`src/rtl/seq_alu_unit_if.sv`:
```
// rtl/seq_alu_unit_if.sv - request/result bundle between the EX-stage control and seq_alu_unit
interface seq_alu_unit_if #(
    parameter int WIDTH = 32
);
    logic             start;
    logic [WIDTH-1:0] dataA;
    logic [WIDTH-1:0] dataB;
    logic [5:0]       Signal;
    logic [WIDTH-1:0] dataOut;
    logic             overflow;
    logic             busy;
    logic             done;

    modport master (
        output start, dataA, dataB, Signal,
        input  dataOut, overflow, busy, done
    );

    modport slave (
        input  start, dataA, dataB, Signal,
        output dataOut, overflow, busy, done
    );
endinterface

```
`src/rtl/seq_alu_unit.sv`:
```
// rtl/seq_alu_unit.sv - multi-cycle ALU: single-cycle logic/arith/shift ops plus shift-add MULTU into HI/LO
module seq_alu_unit #(
    parameter int WIDTH = 32
) (
    input  logic          clk,
    input  logic          reset,
    seq_alu_unit_if.slave bus
);
    localparam int SHW = $clog2(WIDTH);
    localparam int CW  = SHW + 1;

    localparam logic [5:0] OP_AND   = 6'b100100;
    localparam logic [5:0] OP_OR    = 6'b100101;
    localparam logic [5:0] OP_ADD   = 6'b100000;
    localparam logic [5:0] OP_SUB   = 6'b100010;
    localparam logic [5:0] OP_SLT   = 6'b101010;
    localparam logic [5:0] OP_SRL   = 6'b000010;
    localparam logic [5:0] OP_MULTU = 6'b011001;
    localparam logic [5:0] OP_MFHI  = 6'b010000;
    localparam logic [5:0] OP_MFLO  = 6'b010010;

    typedef enum logic [1:0] {
        IDLE = 2'd0,
        MUL  = 2'd1,
        DONE = 2'd2
    } state_t;

    state_t           state_q, state_d;
    logic [WIDTH-1:0] hi_q, hi_d;
    logic [WIDTH-1:0] lo_q, lo_d;
    logic [WIDTH-1:0] m_q, m_d;
    logic [CW-1:0]    cnt_q, cnt_d;
    logic [WIDTH-1:0] dout_q, dout_d;
    logic             ovf_q, ovf_d;

    logic [WIDTH-1:0] sum, diff;
    logic             add_ovf, sub_ovf;
    logic [WIDTH:0]   mul_sum;
    logic [WIDTH-1:0] hi_nx, lo_nx;

    always_comb begin
        sum     = bus.dataA + bus.dataB;
        diff    = bus.dataA + ~bus.dataB + WIDTH'(1);
        add_ovf = (bus.dataA[WIDTH-1] == bus.dataB[WIDTH-1]) &&
                  (sum[WIDTH-1] != bus.dataA[WIDTH-1]);
        sub_ovf = (bus.dataA[WIDTH-1] != bus.dataB[WIDTH-1]) &&
                  (diff[WIDTH-1] != bus.dataA[WIDTH-1]);
        // One shift-add step: carry out of HI+M becomes the new HI msb, HI lsb shifts into LO
        mul_sum = {1'b0, hi_q} + (lo_q[0] ? {1'b0, m_q} : {(WIDTH+1){1'b0}});
        hi_nx   = mul_sum[WIDTH:1];
        lo_nx   = {mul_sum[0], lo_q[WIDTH-1:1]};
    end

    always_comb begin
        state_d = state_q;
        hi_d    = hi_q;
        lo_d    = lo_q;
        m_d     = m_q;
        cnt_d   = cnt_q;
        dout_d  = dout_q;
        ovf_d   = ovf_q;
        case (state_q)
            IDLE, DONE: begin
                if (bus.start) begin
                    state_d = DONE;
                    ovf_d   = 1'b0;
                    case (bus.Signal)
                        OP_AND:  dout_d = bus.dataA & bus.dataB;
                        OP_OR:   dout_d = bus.dataA | bus.dataB;
                        OP_ADD: begin
                            dout_d = sum;
                            ovf_d  = add_ovf;
                        end
                        OP_SUB: begin
                            dout_d = diff;
                            ovf_d  = sub_ovf;
                        end
                        OP_SLT:  dout_d = {{(WIDTH-1){1'b0}}, diff[WIDTH-1] ^ sub_ovf};
                        OP_SRL:  dout_d = bus.dataA >> bus.dataB[SHW-1:0];
                        OP_MFHI: dout_d = hi_q;
                        OP_MFLO: dout_d = lo_q;
                        OP_MULTU: begin
                            state_d = MUL;
                            m_d     = bus.dataA;
                            hi_d    = '0;
                            lo_d    = bus.dataB;
                            cnt_d   = CW'(WIDTH);
                            dout_d  = dout_q;
                            ovf_d   = ovf_q;
                        end
                        default: dout_d = '0;
                    endcase
                end else begin
                    state_d = IDLE;
                end
            end
            MUL: begin
                hi_d  = hi_nx;
                lo_d  = lo_nx;
                cnt_d = cnt_q - CW'(1);
                if (cnt_q == CW'(1)) begin
                    state_d = DONE;
                    dout_d  = lo_nx;
                    ovf_d   = 1'b0;
                end
            end
            default: state_d = IDLE;
        endcase
    end

    always_ff @(posedge clk or negedge reset) begin
        if (!reset) begin
            state_q <= IDLE;
            hi_q    <= '0;
            lo_q    <= '0;
            m_q     <= '0;
            cnt_q   <= '0;
            dout_q  <= '0;
            ovf_q   <= 1'b0;
        end else begin
            state_q <= state_d;
            hi_q    <= hi_d;
            lo_q    <= lo_d;
            m_q     <= m_d;
            cnt_q   <= cnt_d;
            dout_q  <= dout_d;
            ovf_q   <= ovf_d;
        end
    end

    assign bus.dataOut  = dout_q;
    assign bus.overflow = ovf_q;
    assign bus.busy     = (state_q == MUL);
    assign bus.done     = (state_q == DONE);
endmodule

```
`src/flat_wrapper.sv`:
```
// flat-port wrapper written by rule: the top's interface ports become plain ports
module seq_alu_unit_flat 
#(
    parameter int WIDTH = 32
)
  (clk, reset, bus_start, bus_dataA, bus_dataB, bus_Signal, bus_dataOut, bus_overflow, bus_busy, bus_done);
  seq_alu_unit_if #(.WIDTH(WIDTH)) bus_i ();
  input  logic clk;
  input  logic reset;
  input wire logic [$bits(bus_i.start)-1:0] bus_start;
  input wire logic [$bits(bus_i.dataA)-1:0] bus_dataA;
  input wire logic [$bits(bus_i.dataB)-1:0] bus_dataB;
  input wire logic [$bits(bus_i.Signal)-1:0] bus_Signal;
  output wire logic [$bits(bus_i.dataOut)-1:0] bus_dataOut;
  output wire logic [$bits(bus_i.overflow)-1:0] bus_overflow;
  output wire logic [$bits(bus_i.busy)-1:0] bus_busy;
  output wire logic [$bits(bus_i.done)-1:0] bus_done;
  assign bus_i.start = bus_start;
  assign bus_i.dataA = bus_dataA;
  assign bus_i.dataB = bus_dataB;
  assign bus_i.Signal = bus_Signal;
  assign bus_dataOut = bus_i.dataOut;
  assign bus_overflow = bus_i.overflow;
  assign bus_busy = bus_i.busy;
  assign bus_done = bus_i.done;
  seq_alu_unit #(.WIDTH(WIDTH)) u_core (.clk(clk), .reset(reset), .bus(bus_i));
endmodule
```
`config.mk`:
```
export PLATFORM = sky130hd
export DESIGN_NAME = seq_alu_unit_flat
export DESIGN_NICKNAME = d
export VERILOG_FILES = /design/src/rtl/seq_alu_unit_if.sv /design/src/rtl/seq_alu_unit.sv /design/src/flat_wrapper.sv
export SDC_FILE = /design/constraint.sdc
export NUM_CORES = 1
export LEC_CHECK = 0
export BUFFER_PORTS_ARGS = -buffer_cell sky130_fd_sc_hd__clkbuf_2
export CAP_MARGIN = 20
export CORE_AREA = 2 2 183 185
export DETAILED_ROUTE_END_ITERATION = 10
export DIE_AREA = 0 0 185 187
export GPL_TIMING_DRIVEN = 0
export HOLD_SLACK_MARGIN = 0.1
export PLACE_DENSITY = 0.59
export SLEW_MARGIN = 15
export SYNTH_ARGS = -nofsm -noshare
export SYNTH_HDL_FRONTEND = slang
export SYNTH_SLANG_ARGS = --single-unit
export TNS_END_PERCENT = 20
```
`constraint.sdc`:
```
create_clock -name clk -period 3.5 [get_ports clk]
set_clock_uncertainty 0.15 [all_clocks]
set_input_delay 0.7 -clock clk [delete_from_list [all_inputs] [get_ports clk]]
set_output_delay 0.7 -clock clk [all_outputs]
set_load 0.01 [all_outputs]
```
==> summary.md <==
| Metric | Value |
|---|---|
| Worst path arrival time | 4.60 ns |
| Reg area | 3430 um^2 |
| WL final | 68,100 um |
| Drt drc | 0 |
| Gp weighted congestion | 1.05 |
| Outcome | finished with violations |
| RSZ-0062 raised after global routing | yes |
| Synth Instances | 1,869 |
| FFs w/ async S/R, synth | 1.00 |
| Max FO, Critical Path | 7 |
| Number of flops mapped to enable cells by yosys | 0 |
| Leakage Power | 0.00775 uW |
| PnR worst setup slack | -0.947 ns |
| FMAX | 225 MHz |
| Final core occ | 0.524 |
| Share of cells above drive strength 1 | 0.172 |
| Worst-margin pin slew | 1.15 ns |
| TritonCTS Buffers | 17 |
| Antenna Nets Post-Route | 0 |
| Max_cap viols | 0 |
| Core area | 32,900 um^2 |
| Post-DP Area | 15,700 um^2 |
| Yosys top cell area share | 0.237 |
| Endpoints failing hold | 0 |
| Dpl hpwl | 54,100 um |
| Row count | 67 |
| I/O Pins | 108 |
| Simple-gate portion of the synthesized area | 0.190 |
| Endpoints failing setup | 8 |
| First-pass GRT wire length | 98,800 um |
| Slew Viols, Final | 0 |
| Tmin final | 4.45 ns |
| CP required | 3.66 ns |
| Clk sink count | 137 |
| Post-placement cell count | 2,423 |
| Leading area contributor after synthesis | dfrtp_1 |
| Failing checks | negative setup slack |
| GR Overflow Total | 0 |
| Synthesized area | 14,500 um^2 |
| Pre-Repair DR Iteration Count | 5 |
| Top cells by area, synth | dfrtp_1, ha_1, nand2_1 |
| Clock Path Buffers | 2 |
| Yosys cell types | 92 |
| Number of synthesized register bits | 137 |
| Area growth, synth to finish | 18.7% |
| Vias/cell | 6.33 |
| Clock Tree Root | clkbuf_16 |
| Crit. End Element | flip-flop |
| Final net count | 2,230 |
| Commonest non-fill, non-tap cell in the layout | nand2_1 |
| Synth Area in XOR/XNOR | 0.0308 |
| Post-route design area | 17,200 um^2 |
| Port Buffers | 105 |
| Commonest non-fill, non-tap cells in the layout | nand2_1, o21ai_0, a21oi_1, dfrtp_1, nor2_1 |
| Die area | 34,600 um^2 |
| Die height | 187 um |
| Sequential-to-total area share from yosys stat | 0.237 |
| Most used flip-flop cell after synthesis | dfrtp_1 |
| Pwr Total | 7250 uW |
| H-tree levels | 4 |
| Synth Area in Adders | 0.124 |
| Later-pin clock latency in the skew report | 0.45 ns |
| VDD IR max | 0.361 mV |
| Fillers | 3,315 |
| Period utilisation layout | 1.27 |
| Syn avg cell area | 7.75 um^2 |
| Pwr Density | 421 nW/um^2 |
| Initial Util | 0.441 |
| Worst hold path class | in -> async |
| Total global routing track utilization | 0.391 |
| Die Wd | 185 um |
| Initial antenna violation count | 2 |
| Worst Path Class, Setup | in -> reg |
| YS warnings | 0 |
| TritonCTS clock tree | done |
| 1st-iter DRT viols | 1,700 |
| Routed len/inst | 27.5 um |
| Vias in the first global route | 15,100 |
| Critical Path Source Type | input pin |
| Final Instance Count excl. Fillers | 2,478 |
| Via count | 15,700 |
| Area of the multi-input gates | 10,400 um^2 |
| Slew margin rel. | 0.236 |
| Worst-path clk slew | 0.06 ns |
| Pin count of the biggest net entering global routing | 86 |
| Reg2Reg Depth | 12 |
| Proportion of synthesized area in mux cells | 0.0654 |
| TNS Setup | -2.48 ns |
| Main combinational cell family by area after synthesis | compound AO/OA/AOI/OAI gates |
| Synth Area in Compound Gates | 0.278 |
| Syn Nets | 2,083 |
[sequential cells by signal, summed over array words and instances, names as in the netlist]
signal,flops
u_core.cnt_q,6
u_core.bus.dataOut,32
u_core.lo_q,32
u_core.state_q,2
u_core.hi_q,32
u_core.m_q,32
u_core.bus.overflow,1
[layer usage]
layer / up-vias / global-route usage / share of wire
li1: 7046 / - / -
met1: 7661 / 0.536 / 0.42
met2: 826 / 0.590 / 0.44
met3: 148 / 0.0845 / 0.096
met4: 0 / 0.168 / 0.043
met5: - / 0 / 0
[final timing paths]
check	from	endpoint	slack [ns]
worst min register to register	u_core.m_q[3]$_DFFE_PN0P_	u_core.m_q[3]$_DFFE_PN0P_	0.33
worst max register to register	u_core.lo_q[0]$_DFFE_PN0P_	u_core.hi_q[23]$_DFFE_PN0P_	0.04
max in group asynchronous	reset	u_core.lo_q[0]$_DFFE_PN0P_	2.25
worst min-delay path	reset	u_core.hi_q[24]$_DFFE_PN0P_	0.16
min in group clk	u_core.m_q[3]$_DFFE_PN0P_	u_core.m_q[3]$_DFFE_PN0P_	0.33
worst max-delay path	bus_dataA[20]	u_core.bus.dataOut[0]$_DFFE_PN0P_	-0.95
[power by group]
part,switching [uW],total (uW),internal [uW]
clock network,797,2020,1220
logic,1760,2870,1100
registers,427,2370,1940
[cells in the mapped netlist, types with 39 or more instances]
master,instances
a21oi_1,161
a31oi_1,51
and2_1,39
clkbuf_1,68
dfrtp_1,137
ha_1,137
inv_1,133
mux2i_1,61
nand2_1,240
nand3_1,44
nor2_1,132
o21ai_0,159
[critical path, stage by stage]
cell and delay, ns:
clkbuf_2 0.19, inv_1 0.19, ha_1 0.40, or3_4 0.45
a2111oi_4 0.40, a221oi_4 0.12, a21oi_4 0.27, a211oi_4 0.11
o21bai_2 0.21, a21oi_2 0.10, fa_2 0.41, a31oi_2 0.21
o41ai_2 0.08, a221o_1 0.31, a21oi_2 0.13, o21ai_2 0.08
a21oi_2 0.17, o31ai_2 0.08
[stage by stage]
step | hold slack [ns] | setup slack, ns
4_1_cts | 0.202 | -0.962
5_1_grt | 0.213 | -1.08
3_3_place_gp | 0.305 | -1.92
2_1_floorplan | 0.254 | -0.691
6_report | 0.164 | -0.947
3_5_place_dp | 0.312 | -2.02
[cells by family after synthesis]
family	Yosys count
adder cells (fa/ha/maj)	141
flip-flops	137
multiplexers	79
XOR/XNOR	51
buffers and inverters	251
AO/OA/AOI/OAI	621
AND/OR/NAND/NOR	589
[timing repair]
item / 4_1_cts / 5_1_grt
cloned: 1 / 0
endpoints found under the setup margin: 27 / 22
buffers inserted: 20 / 12
resized for setup: 88 / 85
hold buffers: 0 / 0
pin swaps: 26 / 32
[final cells by class]
type                       count  share of cell area
antenna                        1            0.000145
buffer                       103              0.0335
clock buffer                  19              0.0257
clock inverter                13              0.0112
inverter                     137              0.0345
multi-input combinational   1481               0.606
sequential                   137               0.199
tap                          448              0.0326
timing repair buffer         139              0.0567
Note: power is estimated with default switching activity, not from simulation.
